**src/rtl/processing_element_pkg.sv**
```systemverilog
// -----------------------------------------------------------------------------
// processing_element_pkg
// Shared constants and types for the processing element link fabric.
//   TIA_NUM_PHYSICAL_PLANES : independent physical link planes per link
//   TIA_TAG_WIDTH           : width of the tag carried with each packet
//   TIA_WORD_WIDTH          : width of the data word carried with each packet
//   link_entry_t            : one buffered packet {tag, data}
// -----------------------------------------------------------------------------
package processing_element_pkg;

    localparam int TIA_NUM_PHYSICAL_PLANES = 2;
    localparam int TIA_TAG_WIDTH           = 4;
    localparam int TIA_WORD_WIDTH          = 32;

    typedef struct packed {
        logic [TIA_TAG_WIDTH-1:0]  tag;
        logic [TIA_WORD_WIDTH-1:0] data;
    } link_entry_t;

endpackage

```
**src/rtl/link_plane_fifo.sv**
```systemverilog
// -----------------------------------------------------------------------------
// link_plane_fifo
// Single-plane req/ack FIFO of DEPTH entries (power of two, >= 2).
// Both handshake outputs come from registered state only, so there is no
// combinational path from either side's req/ack to the other side.
//   clock     : positive-edge clock
//   reset     : asynchronous active-low reset (clears pointers and count)
//   enable    : low freezes both handshakes and all state
//   in_req    : upstream packet valid
//   in_entry  : upstream packet {tag, data}
//   in_ack    : buffer can accept (enable and not full)
//   out_req   : head entry valid (enable and not empty)
//   out_entry : oldest entry, zero when empty
//   out_ack   : downstream accepts the head entry
//   empty     : no entries held (independent of enable)
// -----------------------------------------------------------------------------
module link_plane_fifo
    import processing_element_pkg::*;
#(
    parameter int DEPTH = 2
) (
    input  logic        clock,
    input  logic        reset,
    input  logic        enable,
    input  logic        in_req,
    input  link_entry_t in_entry,
    output logic        in_ack,
    output logic        out_req,
    output link_entry_t out_entry,
    input  logic        out_ack,
    output logic        empty
);

    localparam int PTR_W = $clog2(DEPTH);
    localparam int CNT_W = $clog2(DEPTH + 1);
    localparam logic [CNT_W-1:0] FULL_COUNT = CNT_W'(DEPTH);

    logic [PTR_W-1:0] rd_ptr;
    logic [PTR_W-1:0] wr_ptr;
    logic [CNT_W-1:0] count;
    link_entry_t      mem [DEPTH];

    logic push;
    logic pop;

    // A full buffer refuses a push even when it is popped in the same cycle;
    // the freed slot shows up in in_ack on the following cycle.
    assign in_ack    = enable && (count != FULL_COUNT);
    assign out_req   = enable && (count != '0);
    assign empty     = (count == '0);
    assign out_entry = empty ? '0 : mem[rd_ptr];

    assign push = in_req  && in_ack;
    assign pop  = out_ack && out_req;

    // Pointers are PTR_W bits wide, so incrementing wraps modulo DEPTH.
    always_ff @(posedge clock or negedge reset) begin
        if (!reset) begin
            // NOTE: sequential state uses non-blocking assignments so every
            // register samples its inputs from before the edge, regardless of
            // statement order or of other always blocks.
            rd_ptr <= '0;
            wr_ptr <= '0;
            count  <= '0;
        end else begin
            if (push) begin
                wr_ptr <= wr_ptr + PTR_W'(1);
            end
            if (pop) begin
                rd_ptr <= rd_ptr + PTR_W'(1);
            end
            case ({push, pop})
                2'b10:   count <= count + CNT_W'(1);
                2'b01:   count <= count - CNT_W'(1);
                default: count <= count;
            endcase
        end
    end

    // NOTE: the storage array is deliberately left out of reset; a cleared
    // count already marks every slot invalid, and out_entry is masked to zero
    // while empty, so stale contents are never observable.
    always_ff @(posedge clock) begin
        if (push) begin
            mem[wr_ptr] <= in_entry;
        end
    end

endmodule

```
**src/rtl/interconnect_link_buffer.sv**
```systemverilog
// -----------------------------------------------------------------------------
// interconnect_link_buffer
// Elastic buffer inserted between a processing element output link and the
// neighbouring element input link. Each physical plane is an independent
// link_plane_fifo; this level only unpacks/packs the plane vectors and
// combines the per-plane empty flags.
//   clock                  : positive-edge clock
//   reset                  : asynchronous active-low reset
//   enable                 : low freezes both handshakes on every plane
//   quiescent              : every plane buffer empty (independent of enable)
//   input_link_tag_lines   : packed upstream tags, plane p at [TW*p +: TW]
//   input_link_data_lines  : packed upstream data, plane p at [WW*p +: WW]
//   input_link_reqs        : upstream packet valid per plane
//   input_link_acks        : buffer can accept, per plane
//   output_link_tag_lines  : head-entry tags, same packing (zero when empty)
//   output_link_data_lines : head-entry data, same packing (zero when empty)
//   output_link_reqs       : head entry valid, per plane
//   output_link_acks       : downstream accepts, per plane
// DEPTH must be a power of two and at least 2.
// -----------------------------------------------------------------------------
module interconnect_link_buffer
    import processing_element_pkg::*;
#(
    parameter int DEPTH = 2
) (
    input  logic                                              clock,
    input  logic                                              reset,
    input  logic                                              enable,
    output logic                                              quiescent,
    input  logic [TIA_NUM_PHYSICAL_PLANES*TIA_TAG_WIDTH-1:0]  input_link_tag_lines,
    input  logic [TIA_NUM_PHYSICAL_PLANES*TIA_WORD_WIDTH-1:0] input_link_data_lines,
    input  logic [TIA_NUM_PHYSICAL_PLANES-1:0]                input_link_reqs,
    output logic [TIA_NUM_PHYSICAL_PLANES-1:0]                input_link_acks,
    output logic [TIA_NUM_PHYSICAL_PLANES*TIA_TAG_WIDTH-1:0]  output_link_tag_lines,
    output logic [TIA_NUM_PHYSICAL_PLANES*TIA_WORD_WIDTH-1:0] output_link_data_lines,
    output logic [TIA_NUM_PHYSICAL_PLANES-1:0]                output_link_reqs,
    input  logic [TIA_NUM_PHYSICAL_PLANES-1:0]                output_link_acks
);

    logic [TIA_NUM_PHYSICAL_PLANES-1:0] plane_empty;

    for (genvar p = 0; p < TIA_NUM_PHYSICAL_PLANES; p++) begin : g_plane
        link_entry_t in_entry;
        link_entry_t out_entry;

        assign in_entry.tag  = input_link_tag_lines [TIA_TAG_WIDTH*p  +: TIA_TAG_WIDTH];
        assign in_entry.data = input_link_data_lines[TIA_WORD_WIDTH*p +: TIA_WORD_WIDTH];

        link_plane_fifo #(
            .DEPTH (DEPTH)
        ) u_fifo (
            .clock     (clock),
            .reset     (reset),
            .enable    (enable),
            .in_req    (input_link_reqs[p]),
            .in_entry  (in_entry),
            .in_ack    (input_link_acks[p]),
            .out_req   (output_link_reqs[p]),
            .out_entry (out_entry),
            .out_ack   (output_link_acks[p]),
            .empty     (plane_empty[p])
        );

        assign output_link_tag_lines [TIA_TAG_WIDTH*p  +: TIA_TAG_WIDTH]  = out_entry.tag;
        assign output_link_data_lines[TIA_WORD_WIDTH*p +: TIA_WORD_WIDTH] = out_entry.data;
    end

    assign quiescent = &plane_empty;

endmodule
```
**config.mk**
```make
export PLATFORM = sky130hd
export DESIGN_NAME = interconnect_link_buffer
export DESIGN_NICKNAME = d
export VERILOG_FILES = /design/src/rtl/processing_element_pkg.sv /design/src/rtl/link_plane_fifo.sv /design/src/rtl/interconnect_link_buffer.sv
export SDC_FILE = /design/constraint.sdc
export NUM_CORES = 1
export LEC_CHECK = 0
export BUFFER_PORTS_ARGS = -buffer_cell sky130_fd_sc_hd__clkbuf_2
export CAP_MARGIN = 20
export CORE_MARGIN = 8
export CORE_UTILIZATION = 47
export DETAILED_ROUTE_END_ITERATION = 12
export PLACE_DENSITY = 0.75
export SETUP_SLACK_MARGIN = 0.5
export SYNTH_ARGS = -nofsm -noshare
export SYNTH_HDL_FRONTEND = slang
export SYNTH_SLANG_ARGS = --single-unit
export TNS_END_PERCENT = 10
```
**constraint.sdc**
```tcl
create_clock -name clock -period 2.5 [get_ports clock]
set_input_delay 0.125 -clock clock [delete_from_list [all_inputs] [get_ports clock]]
set_output_delay 0.125 -clock clock [all_outputs]
set_load 0.01 [all_outputs]
```
==> results.cfg <==
[status]
outcome = completed

[place]
io_buffers = 155
dp_hpwl_mm = 8.332
place.gp.congestion = 0.7366
placed_area_mm2 = 0.006895

[power_and_ir_drop]
p_seq_frac = 0.398
power_w = 0.008642
p_int_w = 0.005790
p_per_area_mw_per_mm2 = 1058
ir_worst_vdd_mv = 0.6625
p_comb_frac = 0.343
netSwitchingFraction = 0.3300
clkPwrFrac = 0.259
p_leak_nw = 3.369
power_switching_w = 0.002852

[synth]
syn_avg_cell_area_um2 = 17.06
ys_seq_area_frac = 0.7578
yosysTopAreaCell = edfxtp_1
synthCells = 350
yosys_warnings = 0
synthesis.nets = 431
syn_area_mm2 = 0.005971
ys_ff_latch = 152
ys_types = 19
synth_top_cell_area_share = 0.7242
synthTopCellsByArea = edfxtp_1 (72%), mux2i_1 (12%), nor2_1 (4.7%)

[cts]
cts.htree.levels = 4
clockBufferDepth = 2
cts_tree = yes
cts_root_buffer = clkbuf_16
clkLatencyLatePin_ns = 0.40
cts.sinks = 152
clkTransAtPathRegs_ns = 0.06
cts_buffers = 17

[timing]
finalCritPeriodShare = 0.7572
slew_violations = 0
rsz0062_at_grt = yes
fmax_mhz = 528.2
period_needed_ns = 1.893
setup-violations-final = 0
final_hold_viol_count = 0
maxSlewHeadroom = 0.6685
tns_ns = 0
skew_ns = 0.006504
worstMarginPinSlew_ns = 0.4973

[die]
start_util = 0.4770
core_region_area_mm2 = 0.01252
fp.dieW_um = 128.7
ioPinCount = 156
dieArea_mm2 = 0.01657
die_h_um = 128.7
rows = 41

[critical_path]
reg2reg_from = g_plane[1].u_fifo.count[0]$_DFFE_PN0P_
critPathRequiredTime_ns = 2.38
critPathMaxFanout = 13
startpoint = g_plane[1].u_fifo.rd_ptr$_DFFE_PN0P_
start_kind = flop
end_kind = primary output
cp.arrival_ns = 1.77
reg2reg_depth = 4
crit_type = flop to primary output

[drt]
vias_per_cell = 4.836
drc = 0
ant_nets = 0
detail_route.first_pass.iterations = 5
wl_mm = 13.47
wl_per_cell_um = 17.42
num_vias = 3738
drt_iter0_markers = 201

[grt]
grtUsageTotal = 0.1682
grt_overflow = 0
grt_max_degree = 38
grt_pass1_wl_mm = 21.19
antenna_found_initial = 0
grt_pass1_vias = 4108

[worst_hold_path]
holdPathStages = 3
min_from = input_link_reqs[1]
hold_path.class = input pin to flop

[layout]
stdcell_area_mm2 = 0.008164
area_delta_synth_final_pct = 36.74
layout_commonest_cell = clkbuf_2
mostFrequentLayoutCells = clkbuf_2 (155), edfxtp_1 (144), dlygate4sd3_1 (73)
antennaDiodeCount = 0
fin_nets = 669
fin_util = 0.6522
layout-drive-gt1-share = 0.3411
fill_cells = 879

[job]
drv_cap = 0
-- metrics by stage --
step	worst slack, ns	hold slack (ns)	instances
after floorplan	0.4474	-0.1706	350
after global placement	0.7472	-0.01976	667
after detailed placement	0.6819	-0.01263	667
after CTS	0.5111	0.04204	772
after global routing	0.4866	0.06684	773
final	0.6070	0.05906	773
-- logic make-up after synthesis --
| kind of cell | count (synthesis) | synth area share |
|---|---|---|
| adder cells (fa/ha/maj) | 2 | 0.004190 |
| AND/OR/NAND/NOR | 93 | 0.06685 |
| XOR/XNOR | 10 | 0.01467 |
| buffers and inverters | 21 | 0.03583 |
| flip-flops | 152 | 0.7578 |
| multiplexers | 72 | 0.1207 |
-- layer usage --
metal | up-vias | wire length [um] | track usage
met5 | - | 0 | 0
li1 | 1752 | - | -
met4 | 0 | 110 | 0.05736
met1 | 1811 | 5278 | 0.1890
met2 | 166 | 6864 | 0.2885
met3 | 9 | 1215 | 0.06330
-- worst max-delay path, stage by stage, from the launching register on --
cell	delay [ns]
dfrtp_2	0.57
buf_4	0.33
mux2i_1	0.23
nor2_1	0.07
clkbuf_2	0.16
-- flip-flops by register name (all words and copies together), names as in the netlist --
| register | count |
|---|---|
| g_plane.u_fifo.mem | 144 |
| g_plane.u_fifo.rd_ptr | 2 |
| g_plane.u_fifo.wr_ptr | 2 |
| g_plane.u_fifo.count | 4 |
-- power by group through the flow --
stage          Combinational, W  Sequential (W)  Clock (W)
2_1_floorplan           0.00202         0.00335          0
3_3_place_gp            0.00278         0.00350          0
3_5_place_dp            0.00281         0.00353          0
4_1_cts                 0.00292         0.00348    0.00228
5_1_grt                 0.00324         0.00348    0.00240
6_report                0.00296         0.00344    0.00224
-- final timing paths --
check	endpoint	slack, ns
max	output_link_data_lines[61]	0.61
min in group asynchronous	g_plane[0].u_fifo.wr_ptr$_DFFE_PN0N_	0.11
min	g_plane[1].u_fifo.wr_ptr$_DFFE_PN0N_	0.06
max reg2reg	g_plane[1].u_fifo.mem[1][31]$_DFFE_PP_	0.69
min reg2reg	g_plane[1].u_fifo.count[1]$_DFFE_PN0P_	0.55
max in group asynchronous	g_plane[0].u_fifo.rd_ptr$_DFFE_PN0P_	2.18
-- timing repair --
item,in CTS,in global routing
setup buffers,0,1
hold buffers,73,0
cloned,0,0
hold endpoints to repair,152,0
endpoints found under the setup margin,17,12
pin swaps,0,0
resized for setup,1,0
-- Yosys cell counts (all sizes together) --
cell and number:
edfxtp 144, nor2 81, mux2i 72, buf 20, dfrtp 8, xnor2 6, xor2 4, and2 2
ha 2, nand2 2, nand2b 2, nand3 2, nor2b 2, and3 1, inv 1, nor4 1
-- final cells by class --
class | instances | area [um^2] | share of cell area
flip-flops and latches | 152 | 4529 | 0.5548
repair buffers | 239 | 1634 | 0.2002
multi-input cells | 177 | 1261 | 0.1545
clock buffers | 19 | 432.9 | 0.05303
well taps | 172 | 215.2 | 0.02636
clock inverters | 13 | 87.58 | 0.01073
inverters | 1 | 3.754 | 0.0004598
Note: power is estimated with default switching activity, not from simulation.
